==> config.mk <==
export PLATFORM = sky130hd
export DESIGN_NAME = cpu_ctrl_seq
export DESIGN_NICKNAME = d
export VERILOG_FILES = /design/src/rtl/cpu_pkg.sv /design/src/rtl/cpu_latency_cnt.sv /design/src/rtl/cpu_ctrl_seq.sv
export SDC_FILE = /design/constraint.sdc
export NUM_CORES = 1
export LEC_CHECK = 0
export CAP_MARGIN = 20
export CELL_PAD_IN_SITES_DETAIL_PLACEMENT = 0
export CELL_PAD_IN_SITES_GLOBAL_PLACEMENT = 2
export CORE_ASPECT_RATIO = 0.8
export CORE_MARGIN = 2
export CORE_UTILIZATION = 26
export DETAILED_ROUTE_END_ITERATION = 6
export PLACE_DENSITY_LB_ADDON = 0.12
export SYNTH_ARGS = -nofsm -noshare
export SYNTH_HDL_FRONTEND = slang
export SYNTH_SLANG_ARGS = --single-unit
==> constraint.sdc <==
create_clock -name clk -period 1.9 [get_ports clk]
set_clock_uncertainty 0.05 [all_clocks]
set_input_delay 0.19 -clock clk [delete_from_list [all_inputs] [get_ports clk]]
set_output_delay 0.19 -clock clk [all_outputs]
set_load 0.005 [all_outputs]
==> src/rtl/cpu_pkg.sv <==
// Shared definitions for the CPU control sequencer: opcodes, instruction
// field positions, sequencer states and ALU operation codes.
package cpu_pkg;

    localparam logic [3:0] OP_NOP   = 4'h0;
    localparam logic [3:0] OP_LOAD  = 4'h1;
    localparam logic [3:0] OP_STORE = 4'h2;
    localparam logic [3:0] OP_ADD   = 4'h3;
    localparam logic [3:0] OP_SUB   = 4'h4;
    localparam logic [3:0] OP_JMP   = 4'h5;
    localparam logic [3:0] OP_JZ    = 4'h6;
    localparam logic [3:0] OP_HALT  = 4'hF;

    localparam int unsigned OPC_LSB  = 12;
    localparam int unsigned OPC_W    = 4;
    localparam int unsigned REG_LSB  = 10;
    localparam int unsigned REG_W    = 2;
    localparam int unsigned ADDR_LSB = 0;

    localparam int unsigned CNT_W = 8;

    typedef enum logic [2:0] {
        S_FETCH,
        S_FWAIT,
        S_DECODE,
        S_MRD,
        S_MWAIT,
        S_WB,
        S_MWR,
        S_HALT
    } state_e;

    typedef enum logic [1:0] {
        ALU_PASS = 2'b00,
        ALU_ADD  = 2'b01,
        ALU_SUB  = 2'b10
    } alu_op_e;

    function automatic logic is_mem_read(input logic [3:0] op);
        return (op == OP_LOAD) || (op == OP_ADD) || (op == OP_SUB);
    endfunction

endpackage

==> src/rtl/cpu_latency_cnt.sv <==
// Down-counter for ROM/RAM wait states; done is high while the count is zero,
// i.e. in the last wait cycle.
module cpu_latency_cnt
    import cpu_pkg::*;
(
    input  logic             clk,
    input  logic             reset,
    input  logic             load,
    input  logic [CNT_W-1:0] load_val,
    output logic             done
);

    logic [CNT_W-1:0] cnt_q, cnt_d;

    always_comb begin
        cnt_d = cnt_q;
        if (load) begin
            cnt_d = load_val;
        end else if (cnt_q != '0) begin
            cnt_d = cnt_q - 1'b1;
        end
    end

    always_ff @(posedge clk) begin
        if (reset) begin
            cnt_q <= '0;
        end else begin
            cnt_q <= cnt_d;
        end
    end

    assign done = (cnt_q == '0);

endmodule

==> src/rtl/cpu_ctrl_seq.sv <==
// Multi-cycle control sequencer: fetches from ROM, decodes, sequences RAM
// reads/writes and issues register-file and ALU controls to the datapath.
module cpu_ctrl_seq
    import cpu_pkg::*;
#(
    parameter int unsigned ADDR_W  = 6,
    parameter int unsigned DATA_W  = 16,
    parameter int unsigned ROM_LAT = 1,
    parameter int unsigned RAM_LAT = 1
) (
    input  logic              clk,
    input  logic              reset,
    input  logic [DATA_W-1:0] data_from_rom,
    input  logic              alu_zero,
    output logic [ADDR_W-1:0] address_to_rom,
    output logic              enable_to_rom,
    output logic [ADDR_W-1:0] address_to_ram,
    output logic              read_enable_to_ram,
    output logic              write_enable_to_ram,
    output logic              enable_ram_read,
    output logic              bus_drive_en,
    output logic [DATA_W-1:0] ir,
    output logic [1:0]        reg_sel,
    output logic              reg_we,
    output logic              wb_sel_alu,
    output logic [1:0]        alu_op,
    output logic              halted,
    output logic              illegal_op
);

    localparam logic [CNT_W-1:0] ROM_WAIT = CNT_W'(ROM_LAT - 1);
    localparam logic [CNT_W-1:0] RAM_WAIT = CNT_W'(RAM_LAT - 1);

    state_e            state_q, state_d;
    logic [ADDR_W-1:0] pc_q, pc_d;
    logic [DATA_W-1:0] ir_q, ir_d;
    logic              illegal_q, illegal_d;
    logic              halted_q, halted_d;
    logic              wb_sel_q, wb_sel_d;
    alu_op_e           alu_op_q, alu_op_d;

    logic [OPC_W-1:0]  opcode;
    logic [ADDR_W-1:0] ir_addr;
    logic [ADDR_W-1:0] pc_inc;
    logic              cnt_load;
    logic              cnt_done;

    assign opcode  = ir_q[OPC_LSB +: OPC_W];
    assign ir_addr = ir_q[ADDR_LSB +: ADDR_W];
    assign pc_inc  = pc_q + ADDR_W'(1);

    // One counter serves both wait phases: armed in FETCH for the ROM, in MRD for the RAM.
    assign cnt_load = (state_q == S_FETCH) || (state_q == S_MRD);

    cpu_latency_cnt u_lat_cnt (
        .clk      (clk),
        .reset    (reset),
        .load     (cnt_load),
        .load_val ((state_q == S_FETCH) ? ROM_WAIT : RAM_WAIT),
        .done     (cnt_done)
    );

    always_comb begin
        state_d   = state_q;
        pc_d      = pc_q;
        ir_d      = ir_q;
        illegal_d = illegal_q;
        halted_d  = halted_q;
        wb_sel_d  = wb_sel_q;
        alu_op_d  = alu_op_q;
        case (state_q)
            S_FETCH: state_d = S_FWAIT;
            S_FWAIT: begin
                if (cnt_done) begin
                    ir_d    = data_from_rom;
                    state_d = S_DECODE;
                end
            end
            S_DECODE: begin
                pc_d    = pc_inc;
                state_d = S_FETCH;
                case (opcode)
                    OP_NOP:   ;
                    OP_LOAD, OP_ADD, OP_SUB: state_d = S_MRD;
                    OP_STORE: state_d = S_MWR;
                    OP_JMP:   pc_d = ir_addr;
                    OP_JZ:    if (alu_zero) pc_d = ir_addr;
                    OP_HALT: begin
                        state_d  = S_HALT;
                        halted_d = 1'b1;
                    end
                    default:  illegal_d = 1'b1;
                endcase
            end
            S_MRD:   state_d = S_MWAIT;
            S_MWAIT: begin
                if (cnt_done) begin
                    state_d = S_WB;
                    case (opcode)
                        OP_ADD: begin
                            wb_sel_d = 1'b1;
                            alu_op_d = ALU_ADD;
                        end
                        OP_SUB: begin
                            wb_sel_d = 1'b1;
                            alu_op_d = ALU_SUB;
                        end
                        default: begin
                            wb_sel_d = 1'b0;
                            alu_op_d = ALU_PASS;
                        end
                    endcase
                end
            end
            S_WB, S_MWR: state_d = S_FETCH;
            S_HALT:  state_d = S_HALT;
            default: state_d = S_FETCH;
        endcase
    end

    always_ff @(posedge clk) begin
        if (reset) begin
            state_q   <= S_FETCH;
            pc_q      <= '0;
            ir_q      <= '0;
            illegal_q <= 1'b0;
            halted_q  <= 1'b0;
            wb_sel_q  <= 1'b0;
            alu_op_q  <= ALU_PASS;
        end else begin
            state_q   <= state_d;
            pc_q      <= pc_d;
            ir_q      <= ir_d;
            illegal_q <= illegal_d;
            halted_q  <= halted_d;
            wb_sel_q  <= wb_sel_d;
            alu_op_q  <= alu_op_d;
        end
    end

    // Strobes decode the registered state; reset holds every strobe low.
    assign enable_to_rom       = !reset && (state_q == S_FETCH);
    assign read_enable_to_ram  = !reset && (state_q == S_MRD);
    assign enable_ram_read     = !reset && (state_q == S_MWAIT) && cnt_done;
    assign write_enable_to_ram = !reset && (state_q == S_MWR);
    assign bus_drive_en        = !reset && (state_q == S_MWR);
    assign reg_we              = !reset && (state_q == S_WB);

    always_comb begin
        case (state_q)
            S_DECODE, S_MRD, S_MWAIT, S_WB, S_MWR: address_to_ram = ir_addr;
            default:                               address_to_ram = '0;
        endcase
    end

    assign address_to_rom = pc_q;
    assign ir             = ir_q;
    assign reg_sel        = ir_q[REG_LSB +: REG_W];
    assign wb_sel_alu     = wb_sel_q;
    assign alu_op         = alu_op_q;
    assign halted         = halted_q;
    assign illegal_op     = illegal_q;

endmodule

==> flow_summary.json <==
{
  "cp.buffers_inverters": 3,
  "clk_path_buf_depth": 2,
  "start_util_pct": 27.4,
  "std_cell_rows": 27,
  "critPathKind": "input port to output pin",
  "ant_nets": 0,
  "ys_seq_elements": 38,
  "worstMarginPinSlew_ns": 0.346,
  "p_per_area_mw_per_mm2": 703,
  "drcViolationCount": 0,
  "vias_per_cell": 4.47,
  "port-buffer-count": 59,
  "startpoint": "reset",
  "start_kind": "input port",
  "min_period_ns": 1.82,
  "antenna_cells": 0,
  "irDropWorstVdd_v": 0.000271,
  "hold_slack_ns": 0.410,
  "syn_nets": 240,
  "cp.arrival_ns": 1.58,
  "ys_types": 46,
  "syn_inst": 219,
  "fin_area_mm2": 0.00287,
  "r2r_cells": 6,
  "hold_path_class": "register to register",
  "fin_crit_sh_pct": 95.5,
  "synth_area_leaders": "dfxtp_1 (40%), mux2i_1 (11%), nor2_1 (7.1%), a21oi_1 (3.1%), nand2_1 (2.5%)",
  "drt_iter0_markers": 26,
  "maxSlewHeadroom_pct": 76.9,
  "grt_pass1_wl_mm": 8.28,
  "reg2reg_slack_ns": 0.14,
  "crit_path_end_kind": "output pin",
  "grt_antenna_before_repair": 0,
  "final_layout_size_suffix_gt1_share_pct": 15.6,
  "cp_max_fo": 8,
  "avgSynthCellArea_um2": 8.74,
  "endpoint": "reg_we",
  "fin_setup_tns_ns": 0,
  "cp.depth": 4,
  "worstSkewPairLatency_ns": 0.29,
  "core_area_mm2": 0.00699,
  "ys.flop_type": "dfxtp_1",
  "cts_root_buffer": "clkbuf_8",
  "critical_path_required_ns": 1.66,
  "drt-pass1-iter-count": 4,
  "dp_hpwl_mm": 3.62,
  "post_drt_wl_per_cell_um": 13.2,
  "gr-total-overflow": 0,
  "pre_cts_ws_ns": 0.0177,
  "grt_pass1_vias": 1684,
  "nFillCells": 733,
  "wl_mm": 5.05,
  "slew_viol_final": 0,
  "route.vias.total": 1709,
  "cts_sinks": 38,
  "critPathTopFamily": "buffers and inverters",
  "worst_slack_ns": 0.0846,
  "rsz0062_at_grt": "false",
  "r2r-end": "alu_op[0]",
  "grt_max_degree": 25,
  "finalHoldViolations": 0,
  "setup_viol": 0,
  "status": "finished, final reports clean",
  "slowest_stage": "clkdlybuf4s50_1",
  "leakage_nw": 1.26,
  "clk_pin_slew_ns": 0.08,
  "netlist.area_leader.share_pct": 39.7,
  "area_growth_pct": 49.9,
  "max_stage_delay_ns": 0.53,
  "synth_area_leader_cell": "dfxtp_1",
  "ys_warn_count": 0,
  "cts_buffers": 5,
  "synth_edf_count": 0,
  "max_freq_mhz": 551,
  "nNetsFinal": 315,
  "path_cells": "clkdlybuf4s50_1 > buf_4 > nor3_1 > clkdlybuf4s50_1",
  "num_io_pins": 60,
  "seq_area_frac_synth_pct": 39.7,
  "h-tree-depth": 2,
  "dpl-instance-area_mm2": 0.00268,
  "async_flop_share_pct": 0,
  "dieWidth_um": 99.9,
  "place.gp.congestion": 0.723,
  "crit_top_cell": "clkdlybuf4s50_1",
  "grt_usage_pct": 13.1,
  "rr_startpoint": "state_q[1]",
  "die_h_um": 80.8,
  "mostFrequentLayoutCell": "clkdlybuf4s50_1",
  "synthesis.area_mm2": 0.00191,
  "cts_tree": "yes",
  "final_util_pct": 41.0,
  "die_area_mm2": 0.00807,
  "maxCapViolCount": 0,
  "final_cell_mix": "clkdlybuf4s50_1 (48), nor2_1 (35), dfxtp_1 (35)"
}
==> tightest hold or removal path, stage by stage (launching register included) <==
cell     delay (ns)
dfxtp_1        0.32
nand2_1        0.05
a21oi_1        0.05
==> cells in the mapped netlist, drive strengths merged, types with 2 or more instances <==
cell type  count
a211o          2
a21oi         12
a31oi          3
and2           7
buf            9
clkbuf         7
dfxtp         38
ha             2
inv            7
mux2i         21
nand2         13
nand2b         4
nand3          7
nand3b         2
nand4          4
nor2          36
nor2b          3
nor3           5
nor3b          2
nor4bb         2
o21a           2
o21ai          5
o32ai          3
xnor2          4
xor2           5
==> stage by stage <==
stage               power [mW]  cells
finish                    2.02    382
global route              2.15    382
CTS                       2.05    382
detailed placement        1.42    368
global placement          1.42    368
floorplan                 1.18    219
==> power by group <==
group,total [mW],switching [mW],internal [mW]
combinational,0.522,0.221,0.301
clock,0.590,0.298,0.292
sequential,0.904,0.0558,0.848
total,2.02,0.575,1.44
==> state kept, by name, summed over array words and instances (netlist names) <==
signal / cells
ir: 16
state_q: 3
wb_sel_alu: 1
illegal_op: 1
alu_op: 2
u_lat_cnt.cnt_q: 8
address_to_rom: 6
halted: 1
==> metal layers <==
metal	global-route usage [%]	part of all wire, %
met4	2.88	0.38
met5	0	0
met3	3.70	4.4
met2	19.3	42
met1	19.2	54
==> how the worst min path moves through the flow <==
stage               slack [ns]    endpoint              from  depth (start not counted)
floorplan                 0.28       ir[0]  data_from_rom[0]                          2
finish                    0.41  wb_sel_alu        wb_sel_alu                          2
global route              0.44      halted            halted                          1
detailed placement        0.40   alu_op[0]         alu_op[0]                          2
CTS                       0.41  wb_sel_alu        wb_sel_alu                          2
global placement          0.39   alu_op[0]         alu_op[0]                          2
==> cell families (layout without fill, tap and decap cells) <==
| family | count (synthesis) | count (layout) | synth area share [%] |
|---|---|---|---|
| xor gates and xnor gates | 9 | 9 | 4.12 |
| DFF | 38 | 38 | 39.7 |
| AOI/OAI and AO/OA | 31 | 31 | 10.9 |
| adders and majority gates | 2 | 2 | 1.31 |
| muxes | 22 | 22 | 11.6 |
| buffers and inverters | 23 | 99 | 5.95 |
| and+or+nand+nor | 94 | 94 | 26.4 |
==> what timing repair did <==
action	4_1_cts	5_1_grt
endpoints found under the hold margin	0	0
endpoints found under the setup margin	11	3
pin swaps	2	0
setup buffers	6	0
gates resized for setup	20	5
hold buffers	0	0
==> layout make-up <==
class                      count  area, um2  share of cell area (%)
timing repair buffer          84        788                    27.5
multi-input combinational    158       1080                    37.6
clock buffer                   6       82.6                    2.88
inverter                       7       26.3                   0.916
tap                           87        109                    3.79
sequential                    38        772                    26.9
clock inverter                 2       12.5                   0.436
Note: power is estimated with default switching activity, not from simulation.
